==> src/rtl/std_bitvec_index_serializer_if.sv <==
`default_nettype none
// ==========================================================================
// std_bitvec_index_serializer_if : vector-in / index-out handshake bundle
//   (o_remaining exists only with STD_BITVEC_SERIALIZER_POPCOUNT_EN). Rev 1.0
// ==========================================================================
interface std_bitvec_index_serializer_if #(
   parameter int WIDTH = 256
);
   localparam int INDEX_WIDTH = $clog2(WIDTH);

   logic                   i_valid;
   logic                   o_ready;
   logic [WIDTH-1:0]       i_vec;
   logic                   o_valid;
   logic                   i_ready;
   logic [INDEX_WIDTH-1:0] o_index;
   logic                   o_last;
   logic                   o_empty;
`ifdef STD_BITVEC_SERIALIZER_POPCOUNT_EN
   logic [INDEX_WIDTH:0]   o_remaining;
`endif

   // master is the serializer itself; slave is the surrounding logic
   modport master (
      input  i_valid,
      input  i_vec,
      input  i_ready,
`ifdef STD_BITVEC_SERIALIZER_POPCOUNT_EN
      output o_remaining,
`endif
      output o_ready,
      output o_valid,
      output o_index,
      output o_last,
      output o_empty
   );

   modport slave (
      output i_valid,
      output i_vec,
      output i_ready,
`ifdef STD_BITVEC_SERIALIZER_POPCOUNT_EN
      input  o_remaining,
`endif
      input  o_ready,
      input  o_valid,
      input  o_index,
      input  o_last,
      input  o_empty
   );
endinterface
`default_nettype wire

==> src/rtl/std_bitvec_index_serializer.sv <==
`default_nettype none
// ==========================================================================
// std_bitvec_index_serializer : emits the index of every set bit of a vector,
//   one per beat. Optional macro STD_BITVEC_SERIALIZER_POPCOUNT_EN. Rev 1.0
// ==========================================================================
module std_bitvec_index_serializer #(
   parameter int WIDTH     = 256,
   parameter bit MSB_FIRST = 1'b0
) (
   input  logic                           i_clk,
   input  logic                           i_rst,
   std_bitvec_index_serializer_if.master  bus
);
   localparam int INDEX_WIDTH = $clog2(WIDTH);
   localparam int CNT_WIDTH   = INDEX_WIDTH + 1;

   typedef enum logic [0:0] {
      IDLE = 1'b0,
      BUSY = 1'b1
   } state_t;

   state_t                 state;
   state_t                 state_nxt;
   logic [WIDTH-1:0]       pending;
   logic [WIDTH-1:0]       pending_nxt;
   logic                   empty_q;
   logic                   empty_nxt;
   logic [INDEX_WIDTH-1:0] index;
   logic                   busy;
   logic                   multi;
   logic                   last;
   logic                   ready;
   logic                   in_hs;
   logic                   out_hs;

   generate
      if (MSB_FIRST) begin : g_msb_first
         always_comb begin
            index = '0;
            for (int i = 0; i < WIDTH; i++) begin
               if (pending[i]) index = INDEX_WIDTH'(i);
            end
         end
      end else begin : g_lsb_first
         always_comb begin
            index = '0;
            for (int i = WIDTH - 1; i >= 0; i--) begin
               if (pending[i]) index = INDEX_WIDTH'(i);
            end
         end
      end
   endgenerate

   // x & (x-1) is nonzero exactly when two or more bits are set
   assign multi  = |(pending & (pending - WIDTH'(1)));
   assign busy   = (state == BUSY);
   assign last   = busy & ~multi;
   assign ready  = ~busy | (bus.i_ready & last);
   assign in_hs  = bus.i_valid & ready;
   assign out_hs = busy & bus.i_ready;

   assign bus.o_valid = busy;
   assign bus.o_ready = ready;
   assign bus.o_index = index;
   assign bus.o_last  = last;
   assign bus.o_empty = empty_q;

   always_comb begin
      state_nxt   = state;
      pending_nxt = pending;
      empty_nxt   = empty_q;
      if (out_hs) begin
         pending_nxt = pending & ~(WIDTH'(1) << index);
         if (last) begin
            state_nxt = IDLE;
            empty_nxt = 1'b0;
         end
      end
      // A new vector overrides the final-beat retirement for zero-bubble reload
      if (in_hs) begin
         state_nxt   = BUSY;
         pending_nxt = bus.i_vec;
         empty_nxt   = (bus.i_vec == '0);
      end
   end

   always_ff @(posedge i_clk) begin
      if (i_rst) begin
         state   <= IDLE;
         pending <= '0;
         empty_q <= 1'b0;
      end else begin
         state   <= state_nxt;
         pending <= pending_nxt;
         empty_q <= empty_nxt;
      end
   end

`ifdef STD_BITVEC_SERIALIZER_POPCOUNT_EN
   logic [CNT_WIDTH-1:0] remaining;
   logic [CNT_WIDTH-1:0] vec_count;

   always_comb begin
      vec_count = '0;
      for (int i = 0; i < WIDTH; i++) begin
         vec_count = vec_count + CNT_WIDTH'(bus.i_vec[i]);
      end
   end

   always_ff @(posedge i_clk) begin
      if (i_rst) begin
         remaining <= '0;
      end else if (in_hs) begin
         remaining <= vec_count;
      end else if (out_hs && (remaining != '0)) begin
         remaining <= remaining - CNT_WIDTH'(1);
      end
   end

   assign bus.o_remaining = remaining;
`endif

endmodule
`default_nettype wire

==> src/flat_wrapper.sv <==
// flat-port wrapper written by rule: the top's interface ports become plain ports
module std_bitvec_index_serializer_flat 
#(
   parameter int WIDTH     = 256,
   parameter bit MSB_FIRST = 1'b0
)
  (i_clk, i_rst, bus_i_valid, bus_i_vec, bus_i_ready, bus_o_ready, bus_o_valid, bus_o_index, bus_o_last, bus_o_empty);
  std_bitvec_index_serializer_if #(.WIDTH(WIDTH)) bus_i ();
  input  logic i_clk;
  input  logic i_rst;
  input wire logic [$bits(bus_i.i_valid)-1:0] bus_i_valid;
  input wire logic [$bits(bus_i.i_vec)-1:0] bus_i_vec;
  input wire logic [$bits(bus_i.i_ready)-1:0] bus_i_ready;
  output wire logic [$bits(bus_i.o_ready)-1:0] bus_o_ready;
  output wire logic [$bits(bus_i.o_valid)-1:0] bus_o_valid;
  output wire logic [$bits(bus_i.o_index)-1:0] bus_o_index;
  output wire logic [$bits(bus_i.o_last)-1:0] bus_o_last;
  output wire logic [$bits(bus_i.o_empty)-1:0] bus_o_empty;
  assign bus_i.i_valid = bus_i_valid;
  assign bus_i.i_vec = bus_i_vec;
  assign bus_i.i_ready = bus_i_ready;
  assign bus_o_ready = bus_i.o_ready;
  assign bus_o_valid = bus_i.o_valid;
  assign bus_o_index = bus_i.o_index;
  assign bus_o_last = bus_i.o_last;
  assign bus_o_empty = bus_i.o_empty;
  std_bitvec_index_serializer #(.WIDTH(WIDTH), .MSB_FIRST(MSB_FIRST)) u_core (.i_clk(i_clk), .i_rst(i_rst), .bus(bus_i));
endmodule
==> config.mk <==
export PLATFORM = sky130hd
export DESIGN_NAME = std_bitvec_index_serializer_flat
export DESIGN_NICKNAME = d
export VERILOG_FILES = /design/src/rtl/std_bitvec_index_serializer_if.sv /design/src/rtl/std_bitvec_index_serializer.sv /design/src/flat_wrapper.sv
export SDC_FILE = /design/constraint.sdc
export NUM_CORES = 1
export LEC_CHECK = 0
export CAP_MARGIN = 20
export CORE_AREA = 2 2 257 259
export CTS_BUF_LIST = sky130_fd_sc_hd__clkbuf_8 sky130_fd_sc_hd__clkbuf_16
export DETAILED_ROUTE_END_ITERATION = 10
export DIE_AREA = 0 0 259 261
export HOLD_SLACK_MARGIN = 0.1
export SYNTH_ARGS = -nofsm -noshare
export SYNTH_HDL_FRONTEND = slang
export SYNTH_SLANG_ARGS = --single-unit
==> constraint.sdc <==
create_clock -name i_clk -period 11.27 [get_ports i_clk]
set_input_delay 3.381 -clock i_clk [delete_from_list [all_inputs] [get_ports i_clk]]
set_output_delay 3.381 -clock i_clk [all_outputs]
set_load 0.02 [all_outputs]
After elaboration in Yosys (flattened, before gate mapping)
Index checks and enable logic that the tools add are counted.
- RAM bits: 0
- latch bits: 0
- register bits after elaboration: 258
- ROM bits: 0
- logic and storage cells: 282
- output and inout port bits: 12
- memories: 0
- input port bits: 260
- equal/unequal tests: 0
- shifts and indexed selects: 1
- reductions and logical operators: 5
- div/mod/pow operators: 0
- $lt $le $gt $ge: 0
- bitwise gates (word level): 10
- add/sub/neg operators: 1
- $mul: 0
- mux-type cells: 262
- operator list (cell ; number):
    2-to-1 mux 8 bit ; 256
    bitwise AND 256 bit ; 2
    2-to-1 mux 256 bit ; 2
    logical NOT 256 bit ; 1
    NOT 256 bit ; 1
    OR reduction 256 bit ; 1
    << shifter 1 x 8 -> 256 bit, first input constant ; 1
    subtractor 256 x 1 -> 256 bit, second input constant ; 1
    bitwise AND 1 bit ; 4
    2-to-1 mux 1 bit ; 4
    nonzero test 2 bit ; 2
    NOT 1 bit ; 2
    AND reduction 2 bit ; 1
    OR 1 bit ; 1

Longest topological paths before layout
- depth in word-level cells: 261
- depth in mapped cells: 18
- gate-level depth less buffers: 14

Worst setup path after synthesis
OpenSTA, ideal clock, no wires.
- kind: input -> output
- start point: in bus_i_ready
- end point: out bus_o_ready
- cell stages on the path: 8
- setup slack: 3052 ps
- data arrival time: 4837 ps
- data required time: 7889 ps
- path through: inv_1 -> nor4_1 -> nand4_1 -> nor4_4 -> a21oi_2 -> clkinv_2 -> buf_4 -> buf_2
- cells in the longest elaborated chain, start to end: 2
- RTL lines (element ; line ; source):
    start, declared ; flat_wrapper.sv:13 ; input wire logic [$bits(bus_i.i_ready)-1:0] bus_i_ready;
    bitwise AND 1 bit ; std_bitvec_index_serializer.sv:58 ; assign ready = ~busy | (bus.i_ready & last);
    OR 1 bit ; std_bitvec_index_serializer.sv:58 ;
    end, declared ; flat_wrapper.sv:14 ; output wire logic [$bits(bus_i.o_ready)-1:0] bus_o_ready;
Every way passes these cells.

Final worst setup path
- start point: reg u_core.pending[36]
- end point: out bus_o_last
- cells in the longest elaborated chain, start to end: 5
- RTL lines (element ; line ; source):
    start, declared ; std_bitvec_index_serializer.sv:24 ; logic [WIDTH-1:0] pending;
    start signal, assigned ; std_bitvec_index_serializer.sv:94 ; pending <= pending_nxt;
    subtractor 256 x 1 -> 256 bit ; std_bitvec_index_serializer.sv:55 ; assign multi = |(pending & (pending - WIDTH'(1)));
    bitwise AND 256 bit (*) ; std_bitvec_index_serializer.sv:55 ;
    OR reduction 256 bit (*) ; std_bitvec_index_serializer.sv:55 ;
    NOT 1 bit (*) ; std_bitvec_index_serializer.sv:57 ; assign last = busy & ~multi;
    bitwise AND 1 bit (*) ; std_bitvec_index_serializer.sv:57 ;
    end, declared ; flat_wrapper.sv:17 ; output wire logic [$bits(bus_i.o_last)-1:0] bus_o_last;
Mark *: on every way between the ends. The rest lies on a longest branch, timed or not.

==> results.py <==
metrics = {
    "run_status": {
        "outcome": "complete, no violations",
    },
    "layout": {
        "multi_input_area_sq_um": 15700,
        "fin_nets": 3647,
        "regArea_sq_um": 5160,
        "filler_cell_count": 6888,
        "drive_gt1_share_pct": 8.44,
        "syn2layout_area_growth_pct": 21.7,
    },
    "routing": {
        "wl_per_cell_um": 38.0,
        "first_pass_iters": 6,
        "top_layer": "met5",
        "vias_per_cell": 7.24,
        "drc": 0,
        "drtAntennaViolNets": 0,
        "drt_iter0_drc": 4475,
        "wl_met3_mm": 17.0,
        "dr_wl_met2_mm": 68.6,
        "vias": 31000,
        "m1WireLength_mm": 61.5,
        "wirelength_mm": 162,
    },
    "worst_setup_path": {
        "cp.required_ps": 7890,
        "crit_path_top_delay_cell": "o21ai_1",
        "worstPathCellList": "nor4_2, nand4_1, nor3_4, nand4_1, o21ai_1, nor4b_1, buf_2, nand4_1, or4b_1, nor3_1, nand3_1, nor3_1, clkdlybuf4s50_1",
        "path_class": "flop to output pin",
        "slowest_delay_ps": 850,
        "end_kind": "output pin",
        "crit_top_cell": "nand4_1",
        "crit_buf_inv": 2,
        "crit_path_max_fanout": 10,
        "arrival_ps": 7590,
        "critical_path.top_delay_family": "simple AND/OR/NAND/NOR gates",
        "critPathLaunchType": "flop",
    },
    "synthesis": {
        "seq_area_frac_synth_pct": 22.9,
        "synthFlopType": "dfxtp_1",
        "synthAdderAreaFrac_pct": 0.0444,
        "synth_simple_gate_area_share_pct": 32.1,
        "yosys_warnings": 0,
        "netlist_area_sq_um": 22500,
        "synth_top_family_by_area": "compound AO/OA/AOI/OAI gates",
        "postSynthAreaPerCell_sq_um": 6.83,
        "syn-instance-count": 3299,
        "postSynth.asyncResetShare_pct": 0,
        "muxShareOfSynthArea_pct": 0,
        "synth_edf_count": 0,
        "yosys_register_bits": 258,
        "synth_compound_area_share_pct": 36.4,
        "synth_nets": 3559,
        "synth_xor_area_share_pct": 0,
        "synth_cell_types": 89,
    },
    "clock_network": {
        "hold_buffers": 0,
        "clock_latency_ps": 600,
        "cts.clk_slew.worst_paths_ps": 60,
        "cts_root_buf": "clkbuf_16",
        "cts_inserted_buffers": 34,
        "htreeDepth": 2,
        "cts.sinks": 258,
        "tritoncts": "done",
        "cts_buffer_depth": 3,
    },
    "sta": {
        "hold_viol": 0,
        "fmax_mhz": 91.1,
        "skew_ps": 30.6,
        "finalCritPeriodShare_pct": 97.4,
        "slew_viol_final": 0,
        "tightest_slew_ps": 1300,
        "period_needed_ps": 10970,
        "finalWorstSetupSlack_ps": 295,
        "rsz0062_at_grt": "false",
        "slew_headroom_pct": 12.7,
        "tns_ps": 0,
        "finalSetupViolations": 0,
    },
    "global_routing": {
        "grt_util_all_layers_pct": 46.3,
        "overflow": 0,
        "grt_pass1_wl_mm": 224,
        "grt_pass1_vias": 29100,
        "grt_start_max_net_pins": 187,
        "antenna_found_initial": 14,
    },
    "floorplanning": {
        "die_w_um": 259,
        "core_area_sq_um": 65000,
        "start_util_pct": 34.6,
        "rows": 94,
        "die_area_sq_um": 67600,
        "die_y_um": 261,
        "ios": 272,
    },
    "placement": {
        "dpl.hpwl_mm": 126,
        "gp_congestion": 1.10,
        "port_buffers": 271,
        "place_ws_ps": 611,
    },
    "worst_hold_path": {
        "hp-class": "flop to flop",
    },
    "power": {
        "leakage_nw": 9.17,
        "cellPowerDensity_nw_per_um2": 141,
        "peakVddDrop_uv": 110,
    },
    "flow_run": {
        "drv_cap": 0,
    },
}
## sequential cells by signal, summed over array words and instances (netlist names)
| register | flops |
|---|---|
| u_core.bus.o_empty | 1 |
| u_core.pending | 256 |
| u_core.bus.o_valid | 1 |
## layout make-up
class / instances / area share, %
Antenna cell: 6 / 0.0548
Clock buffer: 42 / 3.50
Clock inverter: 18 / 0.753
Inverter: 121 / 1.70
Multi-Input combinational cell: 2558 / 57.2
Sequential cell: 258 / 18.8
Tap cell: 864 / 3.94
Timing Repair Buffer: 414 / 14.0
## cell usage in the layout, fill, tap and decap left out, drive strengths merged, types with 33 or more instances in the layout
cell type	count
dfxtp	258
nand4	95
nor4	207
nor3	151
o211ai	98
nand2	297
or4	49
a32oi	38
o2111ai	38
nand3	181
o21ai	226
a21oi	283
inv	127
buf	140
clkbuf	46
or3	34
a211oi	33
clkdlybuf4s50	269
a311oi	33
nor2	201
o31ai	52
## worst paths after layout
check | start | end | slack, ps | depth (start not counted)
worst max-delay path | u_core.pending[36] | bus_o_last | 300 | 13
worst min-delay path | u_core.bus.o_empty | u_core.bus.o_empty | 500 | 2
worst max register to register | u_core.pending[36] | u_core.pending[151] | 3100 | 15
worst min register to register | u_core.bus.o_empty | u_core.bus.o_empty | 500 | 2
## cells in the mapped netlist (all sizes together), types with 30 or more instances
| cell type | instances | area, sq um |
|---|---|---|
| buf | 48 | 277 |
| a32oi | 38 | 333 |
| inv | 118 | 443 |
| or4 | 49 | 375 |
| a211oi | 33 | 248 |
| nor4 | 207 | 1420 |
| nand2 | 297 | 1110 |
| clkbuf | 314 | 1180 |
| o211ai | 98 | 736 |
| a21oi | 283 | 1420 |
| o41ai | 30 | 263 |
| o21ai | 226 | 1130 |
| or3 | 34 | 213 |
| dfxtp | 258 | 5160 |
| nor3 | 151 | 772 |
| nand3 | 181 | 911 |
| nand4 | 95 | 607 |
| nor2 | 201 | 757 |
| o2111ai | 38 | 333 |
| o31ai | 52 | 390 |
| a311oi | 33 | 289 |
## cell families after synthesis
kind of cell	Yosys count
AND/OR/NAND/NOR	1364
AO/OA/AOI/OAI	1193
buffers and inverters	483
flip-flops	258
adder cells (fa/ha/maj)	1
## worst min-delay path, stage by stage, from the launching register on
cell and delay [ps]:
dfxtp_1 330, nand3_1 70, a21oi_1 60
## through the flow
step	instances	util [%]	power [mW]	hold slack, ps	area [sq um]
finish	4281	42.2	3.86	497	27400
global route	4275	42.1	3.93	520	27400
CTS	4265	42.0	3.77	500	27300
detailed placement	4205	40.2	2.60	493	26100
global placement	4202	40.2	2.63	496	26100
floorplan	3299	-	1.86	473	22500
## report_power, final
part           leakage [nW]  switching [mW]  internal (mW)  total, mW
combinational          6.45            1.03          0.487       1.52
clock                 0.596           0.498          0.681       1.18
sequential             2.12           0.181          0.981       1.16
## routing by layer
layer	vias up	track usage, %
met5	-	0
met4	14	36.8
met3	626	12.1
met2	2193	69.6
met1	15100	56.0
li1	13100	-
## repair_timing
action	in CTS	in global routing
gates resized for setup	1	0
setup buffers	0	0
setup endpoints to repair	2	0
No activity file was read; power rests on OpenSTA's default activity.
